File: src/rtl/led_racer_pkg.sv
// Shared types and helpers for the LED racer screens.
package led_racer_pkg;

  localparam int PLAYER_ID_W = 3;

  typedef enum logic [1:0] {
    ES_ARMED,
    ES_BLINK,
    ES_SOLID
  } es_state_t;

  // Palette lookup, returned packed as {green, red, blue}.
  function automatic logic [23:0] player_colour(input logic [PLAYER_ID_W-1:0] id,
                                                input logic [7:0]             intensity);
    logic [7:0] lit;
    logic [7:0] dim;
    lit = intensity;
    dim = intensity >> 1;
    case (id)
      3'd0:    player_colour = {lit,   8'd0,  8'd0};
      3'd1:    player_colour = {8'd0,  lit,   8'd0};
      3'd2:    player_colour = {8'd0,  8'd0,  lit};
      3'd3:    player_colour = {lit,   lit,   8'd0};
      3'd4:    player_colour = {lit,   8'd0,  lit};
      3'd5:    player_colour = {8'd0,  lit,   lit};
      3'd6:    player_colour = {lit,   lit,   lit};
      default: player_colour = {dim,   dim,   dim};
    endcase
  endfunction

endpackage

File: src/rtl/end_screen_latched_blink_timer.sv
// Blink sequencer: equal ON/OFF half-periods, counts OFF phases, flags the end.
module blink_timer #(
  parameter int unsigned BLINK_DIV   = 6_000_000,
  parameter int unsigned BLINK_COUNT = 3
) (
  input  logic clk,
  input  logic rst_n,
  input  logic start,
  input  logic clear,
  output logic phase,
  output logic done
);

  localparam int DIV_W = $clog2(BLINK_DIV);
  localparam int CNT_W = (BLINK_COUNT == 0) ? 1 : $clog2(BLINK_COUNT + 1);
  localparam logic [DIV_W-1:0] DIV_LAST = DIV_W'(BLINK_DIV - 1);
  localparam logic [CNT_W-1:0] CNT_LAST = CNT_W'(BLINK_COUNT);

  logic [DIV_W-1:0] div_q;
  logic [CNT_W-1:0] blinks_q;
  logic             phase_q;
  logic             running_q;
  logic             terminal;

  assign terminal = running_q && (div_q == DIV_LAST);
  assign done     = terminal && !phase_q && (blinks_q == CNT_LAST);
  assign phase    = phase_q;

  // Divider, phase toggle and saturating blink counter; start re-arms from ON.
  always_ff @(posedge clk or negedge rst_n) begin
    if (!rst_n) begin
      div_q     <= '0;
      blinks_q  <= '0;
      phase_q   <= 1'b1;
      running_q <= 1'b0;
    end else if (clear) begin
      div_q     <= '0;
      blinks_q  <= '0;
      phase_q   <= 1'b1;
      running_q <= 1'b0;
    end else if (start) begin
      div_q     <= '0;
      blinks_q  <= '0;
      phase_q   <= 1'b1;
      running_q <= 1'b1;
    end else if (running_q) begin
      if (terminal) begin
        div_q   <= '0;
        phase_q <= ~phase_q;
        if (done) begin
          running_q <= 1'b0;
        end
        if (phase_q && (blinks_q != CNT_LAST)) begin
          blinks_q <= blinks_q + CNT_W'(1);
        end
      end else begin
        div_q <= div_q + DIV_W'(1);
      end
    end
  end

endmodule

File: src/rtl/pipe_tri_bus.sv
// Shared LED bus stage: a screen either drives the bus or passes upstream through.
module pipe_tri_bus (
  input  logic       enable,
  input  logic [7:0] screen_red,
  input  logic [7:0] screen_green,
  input  logic [7:0] screen_blue,
  input  logic [7:0] i_red_intensity,
  input  logic [7:0] i_green_intensity,
  input  logic [7:0] i_blue_intensity,
  output logic [7:0] o_red_intensity,
  output logic [7:0] o_green_intensity,
  output logic [7:0] o_blue_intensity
);

  assign o_red_intensity   = enable ? screen_red   : i_red_intensity;
  assign o_green_intensity = enable ? screen_green : i_green_intensity;
  assign o_blue_intensity  = enable ? screen_blue  : i_blue_intensity;

endmodule

File: src/rtl/end_screen_latched.sv
// End-of-race screen: latches the first finisher and blinks then holds its colour.
module end_screen_latched
  import led_racer_pkg::*;
#(
  parameter int unsigned MAX_POS     = 109,
  parameter int unsigned PLAYERS     = 4,
  parameter logic [7:0]  INTENSITY   = 8'd5,
  parameter int unsigned BLINK_DIV   = 6_000_000,
  parameter int unsigned BLINK_COUNT = 3
) (
  input  logic                                   clk,
  input  logic                                   rst_n,
  input  logic                                   enable,
  input  logic                                   clear,
  input  logic [PLAYERS*$clog2(MAX_POS)-1:0]     positions,
  input  logic [7:0]                             i_red_intensity,
  input  logic [7:0]                             i_blue_intensity,
  input  logic [7:0]                             i_green_intensity,
  output logic [7:0]                             o_red_intensity,
  output logic [7:0]                             o_blue_intensity,
  output logic [7:0]                             o_green_intensity,
  output logic                                   winner_valid,
  output logic [PLAYER_ID_W-1:0]                 winner_id
);

  localparam int unsigned PW = $clog2(MAX_POS);
  localparam logic [PW-1:0] FINISH = PW'(MAX_POS - 1);

  es_state_t              state_q;
  es_state_t              state_d;
  logic                   hit;
  logic [PLAYER_ID_W-1:0] hit_id;
  logic                   latch;
  logic                   timer_start;
  logic                   timer_phase;
  logic                   timer_done;
  logic [PLAYER_ID_W-1:0] winner_id_q;
  logic [23:0]            palette;
  logic [23:0]            screen;

  // Lowest-index racer sitting on the finish LED wins a simultaneous arrival.
  always_comb begin
    hit    = 1'b0;
    hit_id = '0;
    for (int p = 0; p < int'(PLAYERS); p++) begin
      if (!hit && (positions[p*PW +: PW] == FINISH)) begin
        hit    = 1'b1;
        hit_id = PLAYER_ID_W'(p);
      end
    end
  end

  // Next-state logic; clear overrides any finish seen in the same cycle.
  always_comb begin
    state_d     = state_q;
    latch       = 1'b0;
    timer_start = 1'b0;
    if (clear) begin
      state_d = ES_ARMED;
    end else begin
      case (state_q)
        ES_ARMED: begin
          if (hit) begin
            latch = 1'b1;
            if (BLINK_COUNT == 0) begin
              state_d = ES_SOLID;
            end else begin
              state_d     = ES_BLINK;
              timer_start = 1'b1;
            end
          end
        end
        ES_BLINK: begin
          if (timer_done) begin
            state_d = ES_SOLID;
          end
        end
        ES_SOLID: state_d = ES_SOLID;
        default:  state_d = ES_ARMED;
      endcase
    end
  end

  // State register.
  always_ff @(posedge clk or negedge rst_n) begin
    if (!rst_n) begin
      state_q <= ES_ARMED;
    end else begin
      state_q <= state_d;
    end
  end

  // Winner latch; only loads on the ARMED cycle that detects a finish.
  always_ff @(posedge clk or negedge rst_n) begin
    if (!rst_n) begin
      winner_id_q <= '0;
    end else if (clear) begin
      winner_id_q <= '0;
    end else if (latch) begin
      winner_id_q <= hit_id;
    end
  end

  assign winner_valid = (state_q != ES_ARMED);
  assign winner_id    = winner_id_q;

  blink_timer #(
    .BLINK_DIV   (BLINK_DIV),
    .BLINK_COUNT (BLINK_COUNT)
  ) u_blink_timer (
    .clk   (clk),
    .rst_n (rst_n),
    .start (timer_start),
    .clear (clear),
    .phase (timer_phase),
    .done  (timer_done)
  );

  // Screen colour: dark when armed or in an OFF phase, winner colour otherwise.
  always_comb begin
    palette = player_colour(winner_id_q, INTENSITY);
    screen  = '0;
    case (state_q)
      ES_BLINK: if (timer_phase) screen = palette;
      ES_SOLID: screen = palette;
      default:  screen = '0;
    endcase
  end

  pipe_tri_bus u_bus (
    .enable            (enable),
    .screen_red        (screen[15:8]),
    .screen_green      (screen[23:16]),
    .screen_blue       (screen[7:0]),
    .i_red_intensity   (i_red_intensity),
    .i_green_intensity (i_green_intensity),
    .i_blue_intensity  (i_blue_intensity),
    .o_red_intensity   (o_red_intensity),
    .o_green_intensity (o_green_intensity),
    .o_blue_intensity  (o_blue_intensity)
  );

endmodule

File: config.mk
export PLATFORM = sky130hd
export DESIGN_NAME = end_screen_latched
export DESIGN_NICKNAME = d
export VERILOG_FILES = /design/src/rtl/led_racer_pkg.sv /design/src/rtl/end_screen_latched_blink_timer.sv /design/src/rtl/pipe_tri_bus.sv /design/src/rtl/end_screen_latched.sv
export SDC_FILE = /design/constraint.sdc
export NUM_CORES = 1
export LEC_CHECK = 0
export ABC_AREA = 1
export CAP_MARGIN = 20
export CORE_MARGIN = 8
export CORE_UTILIZATION = 30
export CTS_CLUSTER_SIZE = 20
export DETAILED_ROUTE_END_ITERATION = 10
export SLEW_MARGIN = 25
export SYNTH_ARGS = -nofsm -noshare
export SYNTH_HDL_FRONTEND = slang
export SYNTH_SLANG_ARGS = --single-unit
File: constraint.sdc
create_clock -name clk -period 2.2 [get_ports clk]
set_clock_uncertainty 0.2 [all_clocks]
set_input_delay 0.66 -clock clk [delete_from_list [all_inputs] [get_ports clk]]
set_output_delay 0.66 -clock clk [all_outputs]
set_load 0.02 [all_outputs]
* Word level (Yosys, flattened, before mapping)
Index checks and enable logic that the tools add are counted. Widths: inputs -> output; s select.
Storage, ports and cells: bits in latches 0, bits in writable memories 0, bits in read-only memories 0, word-level logic and storage cells 87, memories 0, output and inout port bits 28, register bits after elaboration 32
Cells by class: shifts and indexed selects 0, mux-type cells 40, magnitude comparators 0, reduce and logical (&&, ||, !) cells 21, equality and inequality tests 17, multipliers 0, bitwise operators 1, add/subtract/negate cells 2, div/mod/pow operators 0
Operators with widths (count):
- $pmux 19 s7 | 1
- $mux 23 | 4
- $pmux 24 s2 | 1
- $eq 7x7->1 const B | 4
- $mux 24 | 1
- $mux 8 | 3
- $add 23x1->23 const B | 1
- $eq 23x23->1 const B | 1
- $mux 2 | 9
- $mux 1 | 17
- $eq 3x3->1 const B | 3
- $mux 3 | 3
- $reduce_bool 3->1 | 3
- $logic_and 1x1->1 | 7
- $eq 3x2->1 const B | 2
- $ne 3x3->1 const B | 2
- $pmux 2 s3 | 1
- $eq 2x2->1 const B | 2
- $logic_not 1->1 | 4
- $reduce_and 2->1 | 2
- $reduce_bool 2->1 | 2
- $eq 3x1->1 const B | 1
- $logic_not 3->1 | 1
- $reduce_and 3->1 | 1
- other kinds (5) | 5

* Depth between registers and ports, before layout
Gate-level depths: netlist (run 1).
depth in word-level cells 16, gate-level depth with buffers 11

* Hierarchy
From an unflattened synthesis (run 1), not the netlist that was laid out.
Second synthesis, totals: cell total of the unflattened synthesis 418, area total of the unflattened synthesis 2827.7 µm²
By module, submodules not included:
- blink_timer | seq. area each 676.9 µm², area each 1821.7 µm², instances 1, cells an instance 244
- end_screen_latched | seq. area each 100.1 µm², area each 631.9 µm², instances 1, cells an instance 96
- pipe_tri_bus | seq. area each 0.0 µm², area each 374.1 µm², instances 1, cells an instance 78

* Worst setup path after synthesis (run 1)
OpenSTA, ideal clock, no wires.
path kind register to output, from reg winner_id_q[1] (netlist: winner_id[1]), to out o_blue_intensity[1], path buffers 0, required time 1340 ps, stages on the path, launching flop included 7, arrival time 1506 ps, setup slack -166 ps, cell sequence dfrtp_1 -> inv_1 -> ha_1 -> or2_2 -> nor3_1 -> nand2_1 -> o21ai_0
On the way: longest elaborated chain between the ends 5, elaborated cells between the ends (all ways) 11, those cells by class 6 x eq/ne; 4 x mux; 1 x reduce/logical
Ends and longest elaborated chain:
- from (decl) | line end_screen_latched.sv:37 | logic [PLAYER_ID_W-1:0] winner_id_q;
- from (signal assigned) | line end_screen_latched.sv:100 | winner_id_q <= hit_id;
- $eq 3x3->1 (tied with other cells) | line led_racer_pkg.sv:19 | case (id)
- $pmux 19 s7 (*) | line led_racer_pkg.sv:19
- $mux 24 | line end_screen_latched.sv:124 | ES_BLINK: if (timer_phase) screen = palette;
- $pmux 24 s2 (*) | line end_screen_latched.sv:123 | case (state_q)
- $mux 8 (*) | line pipe_tri_bus.sv:17 | assign o_blue_intensity = enable ? screen_blue : i_blue_intensity;
- to (decl) | line end_screen_latched.sv:20 | output logic [7:0] o_blue_intensity,
Every way passes the cells marked *; elsewhere a longest branch is shown, timed or not.

* Worst setup path after layout (run 1)
from reg winner_id_q[1] (netlist: winner_id[1]), to out o_red_intensity[1]
On the way: longest elaborated chain between the ends 5, elaborated cells between the ends (all ways) 11, those cells by class 6 x eq/ne; 4 x mux; 1 x reduce/logical
Ends and longest elaborated chain:
- $eq 3x3->1 (tied with other cells) | line led_racer_pkg.sv:19
- $pmux 19 s7 (*) | line led_racer_pkg.sv:19
- $mux 24 | line end_screen_latched.sv:124
- $pmux 24 s2 (*) | line end_screen_latched.sv:123
- $mux 8 (*) | line pipe_tri_bus.sv:15 | assign o_red_intensity = enable ? screen_red : i_red_intensity;
- to (decl) | line end_screen_latched.sv:19 | output logic [7:0] o_red_intensity,
Marked as above.

==> results_dict.tcl, run 1 <==
set metrics [dict create \
    outcome "finished with violations" \
    failed_checks "setup timing" \
    routed_via_density 4.81 \
    finalSetupViolCount 9 \
    ff_latch_area_um2 778 \
    detail_route.iter0.violations 117 \
    numnets_final 617 \
    filler_cell_count 860 \
    rr_startpoint "u_blink_timer.div_q[1]$_DFFE_PN0P_" \
    layout.core_utilization_pct 51.1 \
    worst_skew_late_latency_ns 0.29 \
    drt_pass1_iterations 4 \
    power.static_leakage_uw 0.00237 \
    yosysSeqAreaShare_pct 28.8 \
    dominantRegCellSynth "dfrtp_1" \
    period_share_pct 111 \
    maxCapViolations 0 \
    ff2ff_path_depth 8 \
    timing.critical_path.slowest_cell_delay_ns 0.43 \
    detailroute.via_count 3172 \
    yosysTopAreaCell "dfrtp_1" \
    grt_usage_pct 13.9 \
    place_hpwl_um 6650 \
    finalMaxSlewViolations 0 \
    grt_pass1_vias 3257 \
    r2r_slack_ns 0.20 \
    first_pass_grt_wire_length_um 14800 \
    grt_start_max_net_pins 27 \
    syn_area_per_cell_um2 6.26 \
    postSynthNetCount 498 \
    ctsHoldBuffers 0 \
    highest-signal-layer "met4" \
    hold_path_class "reg -> reg" \
    final-hold-violation-count 0 \
    core_area_um2 8720 \
    count_of_clock_tree_sinks 31 \
    wl_met1_um 3810 \
    drc 0 \
    timing.critical_path.fanout_max 3 \
    number_of_storage_elements_in_the_synthesis_netlist 31 \
    clkSlewWorstSetupHoldPaths_ns 0.07 \
    drt-total-wl_um 9240 \
    post-synth-top-count-cell "nand2_1" \
    synth.top_cell.area_share_pct 27.8 \
    synth_edf_count 0 \
    htree_levels 2 \
    cts_tree "done" \
    routed-wl-met3_um 606 \
    netlist_area_um2 2700 \
    type_of_element_launching_the_critical_path "flop" \
    cp_slowest_cell "dfrtp_2" \
    worstSetupPathType "reg -> out" \
    cts_buffers 5 \
    worst-endpoint-arrival_ns 1.57 \
    routed_length_per_placed_instance_um 14.0 \
    multiInputGateArea_um2 1870 \
    fin_total_pwr_uw 2150 \
    clockRootBuffer "clkbuf_8" \
    fp.dieW_um 111 \
    asyncSetResetFlopFracSynth_pct 100 \
    vdd_drop_max_mv 0.241 \
    met2_wirelength_um 4610 \
    initial_utilization_pct 31.0 \
    crit_chain "ha_2, or2_4, nor3_4, nand2_2, o21ai_2, buf_6" \
    n_antenna_cell 0 \
    rsz_0062_raised_after_global_routing "true" \
    synthCells 431 \
    final.min_clock_period_ns 2.43 \
    cp.required_ns 1.34 \
    whs_endpoint "u_blink_timer.blinks_q[1]$_DFFE_PN0P_" \
    worstHoldPathCells 2 \
    floorplan.die_area_um2 12300 \
    gr-total-overflow 0 \
    post_route_cells_drive_above_1_share_pct 26.0 \
    grt_antenna_before_repair 0 \
    route.antenna.remaining_nets 0 \
    synthToLayoutAreaGrowth_pct 65.1 \
    min-delay-start "u_blink_timer.blinks_q[1]$_DFFE_PN0P_" \
    clockBufferDepth 2 \
    place.port_buffers 82 \
    detailedPlace.worstSlack_ns -0.932 \
    std_cell_rows 34 \
    height_of_the_die_um 111 \
    max_freq_ghz 0.411 \
    timing.final.ws_setup_ns -0.235 \
    place_congestion 0.912 \
    totalNegativeSetupSlack_ns -1.98 \
    netlist_top_cells_area "dfrtp_1 28%, nand2_1 18%, nor2_1 10%" \
    timing.critical_path.to_type "output pin" \
    synth.lib_cells_used.distinct 33 \
    power_density_over_the_cells_nw_per_um2 483 \
    synth_commonest_cells "127 x nand2_1, 72 x nor2_1, 64 x inv_1" \
    crit-reg2reg-capture "u_blink_timer.div_q[17]$_DFFE_PN0P_" \
    io_pins 84 \
    synth-warning-count 0 \
]
## sequential cells by signal, summed over array words and instances (netlist names)
signal and cells:
state_q 2, u_blink_timer.blinks_q 2, u_blink_timer.div_q 23, u_blink_timer.phase 1, u_blink_timer.running_q 1, winner_id 2
## layout by cell type, fill, tap and decap left out, types with 5 or more instances in the layout
master,Yosys,final
clkdlybuf4s50_1,0,16
buf_6,2,16
dlygate4sd2_1,0,17
buf_4,1,41
nand4_1,21,21
nor2_1,72,66
nand2_1,127,113
ha_1,11,5
dfrtp_1,30,29
o21ai_2,0,8
inv_1,64,59
dlymetal6s2s_1,0,23
nor2_2,4,7
nand3_2,1,6
nand2_4,2,6
nand3b_1,8,8
nand2_2,1,11
nand3_1,29,23
clkbuf_8,0,6
xor2_1,11,11
## final cells by class
cell class	instances	share of cell area, %
multi-input combinational	323	41.9
clock inverter	2	0.786
inverter	65	5.53
sequential	31	17.5
clock buffer	6	1.85
timing repair buffer	124	29.4
tap	108	3.03
## logic make-up after synthesis
| kind of cell | count (synthesis) | share of synthesized area (%) |
|---|---|---|
| adders and majority gates | 11 | 5.10 |
| buffers and inverters | 77 | 11.5 |
| and+or+nand+nor | 276 | 45.7 |
| DFF | 31 | 28.8 |
| other | 1 | 0.139 |
| AOI/OAI and AO/OA | 22 | 4.49 |
| xor gates and xnor gates | 13 | 4.22 |
## metrics by stage
stage	std cells	area [um2]	hold slack, ns
4_1_cts	650	4090	0.286
6_report	659	4460	0.278
3_5_place_dp	640	3880	0.269
2_1_floorplan	431	2710	0.164
5_1_grt	659	4460	0.309
3_3_place_gp	640	3880	0.261
## layer usage
layer,GRT usage (%),vias up
met5,0,-
met4,2.79,0
met3,4.06,21
met2,25.4,88
met1,15.4,1471
li1,-,1592
## worst max-delay path by stage
stage,from,end,cells past startpoint
after floorplan,winner_id[1]$_DFFE_PN0P_,o_blue_intensity[1],6
after global placement,enable,o_green_intensity[2],6
after detailed placement,enable,o_green_intensity[2],6
after CTS,winner_id[1]$_DFFE_PN0P_,o_red_intensity[1],6
after global routing,state_q[0]$_DFFE_PN0P_,o_green_intensity[2],8
final,winner_id[1]$_DFFE_PN0P_,o_red_intensity[1],6
## critical path: cells and delay by family, from the launching register on
kind | cells | cell delay, ns
compound gates | 1 | 0.08
fa+ha+maj | 1 | 0.18
buf+inv | 1 | 0.13
flops | 1 | 0.43
simple gates | 3 | 0.48
## where the power goes
part,total (uW),switching [uW],internal (uW)
clock,599,232,367
sequential,634,27.8,606
combinational,921,443,478
## timing repair
| action | CTS | global route |
|---|---|---|
| endpoints found under the setup margin | 27 | 22 |
| gates resized for setup | 181 | 75 |
| gates cloned | 1 | 4 |
| setup buffers | 1 | 5 |
| pin swaps | 26 | 29 |
Note: power is estimated with default switching activity, not from simulation.
==> run 2, diff against run 1 <==
- PLACE_DENSITY: not set -> 0.53
==> results_dict.tcl, run 2 (synthesis results as in run 1) <==
set metrics [dict create \
    timing.final.ws_setup_ns -0.280 \
    worst_path_most_repeated_cell "buf_6" \
    post-place-cells 647 \
    numnets_final 615 \
    ff2ff_path_depth 8 \
    routed_length_per_placed_instance_um 13.6 \
    min-delay-start "u_blink_timer.blinks_q[1]$_DFFE_PN0P_" \
    clockBufferDepth 2 \
    core_area_um2 8720 \
    grt_pass1_vias 3235 \
    detail_route.iter0.violations 84 \
    stdcell_count 657 \
    height_of_the_die_um 111 \
    post_route_cells_drive_above_1_share_pct 22.4 \
    crit_chain "inv_2, buf_6, ha_4, a21oi_4, nor2_4, inv_4, o22ai_2, buf_6" \
    synthToLayoutAreaGrowth_pct 56.3 \
    cp_slowest_cell "dfrtp_1" \
    detailedPlace.worstSlack_ns -0.903 \
    route.antenna.remaining_nets 0 \
    clkSlewWorstSetupHoldPaths_ns 0.07 \
    worst-endpoint-arrival_ns 1.62 \
    initial_utilization_pct 31.0 \
    drt-total-wl_um 8940 \
    std_cell_rows 34 \
    placed_area_um2 3920 \
    grt_start_max_net_pins 32 \
    grt_usage_pct 14.8 \
    vdd_drop_max_mv 0.215 \
    io_pins 84 \
    worst_skew_late_latency_ns 0.29 \
    outcome "finished with violations" \
    drt_pass1_iterations 4 \
    htree_levels 2 \
    clockRootBuffer "clkbuf_8" \
    finalSetupViolCount 9 \
    final-hold-violation-count 0 \
    rsz_0062_raised_after_global_routing "true" \
    whs_endpoint "u_blink_timer.blinks_q[1]$_DFFE_PN0P_" \
    timing.critical_path.to_type "output pin" \
    largest_register_ffs 23 \
    layout.core_utilization_pct 48.4 \
    most_frequent_cells_in_the_layout "124 x nand2_1, 69 x nor2_1, 58 x inv_1" \
    worstHoldPathCells 2 \
    place.port_buffers 82 \
    worstSetupPathType "reg -> out" \
    timing.critical_path.fanout_max 4 \
    first_pass_grt_wire_length_um 15500 \
    count_of_clock_tree_sinks 31 \
    place_congestion 0.870 \
    crit-reg2reg-capture "u_blink_timer.div_q[11]$_DFFE_PN0P_" \
    hold_path_class "reg -> reg" \
    commonest_non_fill_non_tap_cell_in_the_layout "nand2_1" \
    type_of_element_launching_the_critical_path "flop" \
    cp.required_ns 1.34 \
    floorplan.die_area_um2 12300 \
    n_antenna_cell 0 \
    power.static_leakage_uw 0.00208 \
    timing.critical_path.slowest_cell_delay_ns 0.41 \
    stdcell_area_um2 4220 \
    register_ranked_first_by_flip_flop_count "u_blink_timer.div_q" \
    detailroute.via_count 3081 \
    routed_via_density 4.69 \
    failed_checks "setup timing" \
    finalMaxSlewViolations 0 \
    place_hpwl_um 7150 \
    timing.critical_path.buf_inv 4 \
    cts_buffers 5 \
    drc 0 \
    power_density_over_the_cells_nw_per_um2 511 \
    cp_top_family "buffers and inverters" \
    grt_antenna_before_repair 0 \
    max_freq_ghz 0.403 \
    period_share_pct 113 \
    r2r_slack_ns 0.26 \
    cts_tree "done" \
    gr-total-overflow 0 \
    filler_cell_count 869 \
    fp.dieW_um 111 \
    maxCapViolations 0 \
    rr_startpoint "u_blink_timer.div_q[1]$_DFFE_PN0P_" \
    final.min_clock_period_ns 2.48 \
]
## run 2: cell types whose count changed in the layout (fill, tap and decap cells not counted), moves of 4 or more
cell / change
clkdlybuf4s50_1: +23
dlymetal6s2s_1: -23
nand2_1: +11
nand2_2: -9
buf_4: +6
nand3_1: +5
clkbuf_16: -4
nand3_2: -4
## run 2: cell type report
cell class / instances / area [um2] / area share (%)
clock buffer: 6 / 82.6 / 1.96
clock inverter: 2 / 35.0 / 0.830
inverter: 65 / 246 / 5.84
multi-input combinational: 323 / 1790 / 42.5
sequential: 31 / 778 / 18.4
tap: 108 / 135 / 3.20
timing repair buffer: 122 / 1150 / 27.3
## run 2: how the worst max path moves through the flow
stage	start	end	slack, ns	cells after the start
finish	state_q[0]$_DFFE_PN0P_	o_blue_intensity[2]	-0.28	8
global route	winner_id[0]$_DFFE_PN0P_	o_red_intensity[1]	-0.36	6
CTS	winner_id[1]$_DFFE_PN0P_	o_red_intensity[1]	-0.33	6
detailed placement	enable	o_blue_intensity[0]	-0.90	6
global placement	enable	o_green_intensity[0]	-0.89	6
floorplan	winner_id[1]$_DFFE_PN0P_	o_blue_intensity[1]	-0.02	6
## run 2: what timing repair did
item / CTS / global route
cloned: 1 / 0
hold buffers: 0 / 0
resized for setup: 180 / 30
setup buffers: 0 / 1
endpoints found under the setup margin: 27 / 41
pin swaps: 26 / 5
## run 2: worst min-delay path, cell delays in order, from the launching register on
cell     delay, ns
dfrtp_1       0.35
nand2_1       0.06
nand2_1       0.05
## run 2: where the power goes
group / internal, uW / total [uW] / switching (uW)
clock network: 367 / 603 / 236
registers: 606 / 636 / 29.8
logic: 484 / 920 / 437
total: 1460 / 2160 / 703
## run 2: routing by layer
layer / vias to the layer above / GRT usage, % / part of all wire (%)
li1: 1581 / - / -
met1: 1417 / 16.1 / 42
met2: 73 / 26.7 / 51
met3: 10 / 3.95 / 5.7
met4: 0 / 5.23 / 1.6
met5: - / 0 / 0
## run 2: through the flow
step	hold slack, ns	setup TNS, ns	total power, uW
after CTS	0.287	-2.40	2090
final	0.283	-2.14	2160
after global routing	0.323	-2.97	2300
after detailed placement	0.271	-23.83	1370
after floorplan	0.164	-0.0617	957
after global placement	0.262	-22.62	1360
==> run 3, diff against run 2 <==
- PLACE_DENSITY: 0.53 -> not set
- SYNTH_HIERARCHICAL: not set -> 1
==> results_dict.tcl, run 3 <==
set metrics [dict create \
    timing.critical_path.fanout_max 4 \
    power_density_over_the_cells_nw_per_um2 471 \
    synth-warning-count 6 \
    clockBufferDepth 2 \
    cts_tree "done" \
    rr_startpoint "state_q[0]$_DFFE_PN0P_" \
    post-synth-top-count-cell "nand2_1" \
    timing.critical_path.to "o_red_intensity[1]" \
    type_of_element_launching_the_critical_path "flop" \
    synth.top_cell.area_share_pct 26.5 \
    first_pass_grt_wire_length_um 14300 \
    synth.lib_cells_used.distinct 42 \
    ff2ff_path_depth 13 \
    stdcell_area_um2 4530 \
    cp.required_ns 1.34 \
    detail_route.iter0.violations 190 \
    clkSlewWorstSetupHoldPaths_ns 0.07 \
    place_hpwl_um 6180 \
    count_of_clock_tree_sinks 31 \
    grt_antenna_before_repair 0 \
    yosysSeqAreaShare_pct 27.5 \
    crit-reg2reg-capture "u_blink_timer/div_q[22]$_DFFE_PN0P_" \
    floorplan.die_area_um2 12800 \
    outcome "finished with violations" \
    std_cell_rows 35 \
    timing.final.ws_setup_ns -0.393 \
    wl_met1_um 3830 \
    htree_levels 2 \
    finalMaxSlewViolations 0 \
    numnets_final 641 \
    placed_area_um2 4020 \
    finalSetupViolCount 9 \
    cts_buffers 5 \
    worstSetupPathType "reg -> out" \
    grt_pass1_vias 3076 \
    max_freq_ghz 0.386 \
    ctsHoldBuffers 0 \
    place_congestion 0.911 \
    worst-endpoint-arrival_ns 1.73 \
    synth_edf_count 0 \
    vdd_drop_max_mv 0.262 \
    maxCapViolations 0 \
    stdcell_count 686 \
    drc 0 \
    synthToLayoutAreaGrowth_pct 60.4 \
    post-place-cells 649 \
    gr-total-overflow 0 \
    routed-wl-met3_um 352 \
    place.port_buffers 82 \
    register_ranked_first_by_flip_flop_count "u_blink_timer/div_q" \
    netlist_top_cells_area "dfrtp_1 27%, nand2_1 19%, nor2_1 6.0%" \
    asyncSetResetFlopFracSynth_pct 100 \
    syn_area_per_cell_um2 6.76 \
    synth_commonest_cells "142 x nand2_1, 45 x nor2_1, 43 x inv_1" \
    netlist_area_um2 2830 \
    detailroute.via_count 3086 \
    met2_wirelength_um 4250 \
    route.antenna.remaining_nets 0 \
    clockRootBuffer "clkbuf_8" \
    commonest_non_fill_non_tap_cell_in_the_layout "nand2_1" \
    routed_length_per_placed_instance_um 12.4 \
    timing.critical_path.to_type "output pin" \
    height_of_the_die_um 113 \
    yosysTopAreaCell "dfrtp_1" \
    post_route_cells_drive_above_1_share_pct 36.5 \
    core_area_um2 9200 \
    initial_utilization_pct 30.7 \
    routed_via_density 4.50 \
    final.min_clock_period_ns 2.59 \
    worst_skew_late_latency_ns 0.29 \
    fp.dieW_um 113 \
    period_share_pct 118 \
    dominantRegCellSynth "dfrtp_1" \
    hold_path_class "reg -> reg" \
    worst_setup_path_startpoint "winner_id[0]$_DFFE_PN0P_" \
    highest-signal-layer "met4" \
    number_of_storage_elements_in_the_synthesis_netlist 31 \
    failed_checks "setup timing" \
    r2r_slack_ns 0.14 \
    power.static_leakage_uw 0.00231 \
    io_pins 84 \
    synthCells 418 \
    rsz_0062_raised_after_global_routing "true" \
    most_frequent_cells_in_the_layout "130 x nand2_1, 48 x buf_4, 43 x nor2_1" \
    final-hold-violation-count 0 \
    grt_usage_pct 13.5 \
    drt-total-wl_um 8530 \
    drt_pass1_iterations 4 \
    largest_register_ffs 23 \
    n_antenna_cell 0 \
    grt_start_max_net_pins 32 \
]
==> run 3: worst min path at each step <==
stage / startpoint / endpoint / slack [ns] / cells after the start
after detailed placement: state_q[0]$_DFFE_PN0P_ / state_q[0]$_DFFE_PN0P_ / 0.29 / 2
after global routing: u_blink_timer/blinks_q[1]$_DFFE_PN0P_ / u_blink_timer/blinks_q[1]$_DFFE_PN0P_ / 0.33 / 2
after CTS: u_blink_timer/blinks_q[1]$_DFFE_PN0P_ / u_blink_timer/blinks_q[1]$_DFFE_PN0P_ / 0.32 / 2
after global placement: u_blink_timer/blinks_q[1]$_DFFE_PN0P_ / u_blink_timer/blinks_q[1]$_DFFE_PN0P_ / 0.28 / 2
after floorplan: rst_n / state_q[0]$_DFFE_PN0P_ / 0.16 / 0
final: u_blink_timer/blinks_q[1]$_DFFE_PN0P_ / u_blink_timer/blinks_q[1]$_DFFE_PN0P_ / 0.32 / 2
==> run 3: per-layer routing <==
| layer | track usage [%] | vias to the layer above |
|---|---|---|
| li1 | - | 1592 |
| met1 | 15.4 | 1421 |
| met2 | 24.4 | 67 |
| met3 | 2.61 | 6 |
| met4 | 4.62 | 0 |
| met5 | 0 | - |
==> run 3: worst max-delay path, stage by stage (launching register included) <==
cell and delay, ns:
dfrtp_2 0.42, inv_2 0.05, buf_4 0.13, ha_1 0.22, nor3b_4 0.23, buf_6 0.14, nand2_2 0.05, nand2_1 0.08
buf_6 0.12
==> run 3: final cells by class <==
class / instances / area, um2
clock buffer: 7 / 86.3
clock inverter: 1 / 5.00
fill: 896 / 4660
inverter: 54 / 224
multi-input combinational: 341 / 1990
sequential: 31 / 779
tap: 111 / 139
timing repair buffer: 140 / 1300
timing repair inverter: 1 / 16.3
==> run 3: metrics by stage <==
step	utilization [%]	power, uW	hold WS, ns	setup slack, ns	setup TNS, ns
after floorplan	-	1000	0.164	-0.000599	-0.000599
after detailed placement	43.7	1400	0.293	-0.840	-30.78
after global placement	43.7	1380	0.284	-0.812	-29.80
after global routing	49.3	2260	0.334	-0.476	-3.64
after CTS	47.7	2060	0.323	-0.371	-2.72
final	49.3	2140	0.318	-0.393	-2.77
==> run 3: kinds of logic after synthesis <==
logic type	after synthesis	synth area share, %
xor+xnor	5	1.55
other cells	1	0.133
compound gates	29	6.59
flops	31	27.5
fa+ha+maj	11	4.87
simple gates	280	48.8
buf+inv	61	10.6
==> run 3: timing repair <==
item	CTS	global route
buffers inserted	18	10
gates resized for setup	227	55
gates cloned	3	0
pin swaps	55	54
setup endpoints to repair	53	34
==> run 3: power by group <==
group	total, uW	switching, uW	internal (uW)
combinational	1030	483	551
clock	477	225	252
sequential	626	24.1	602
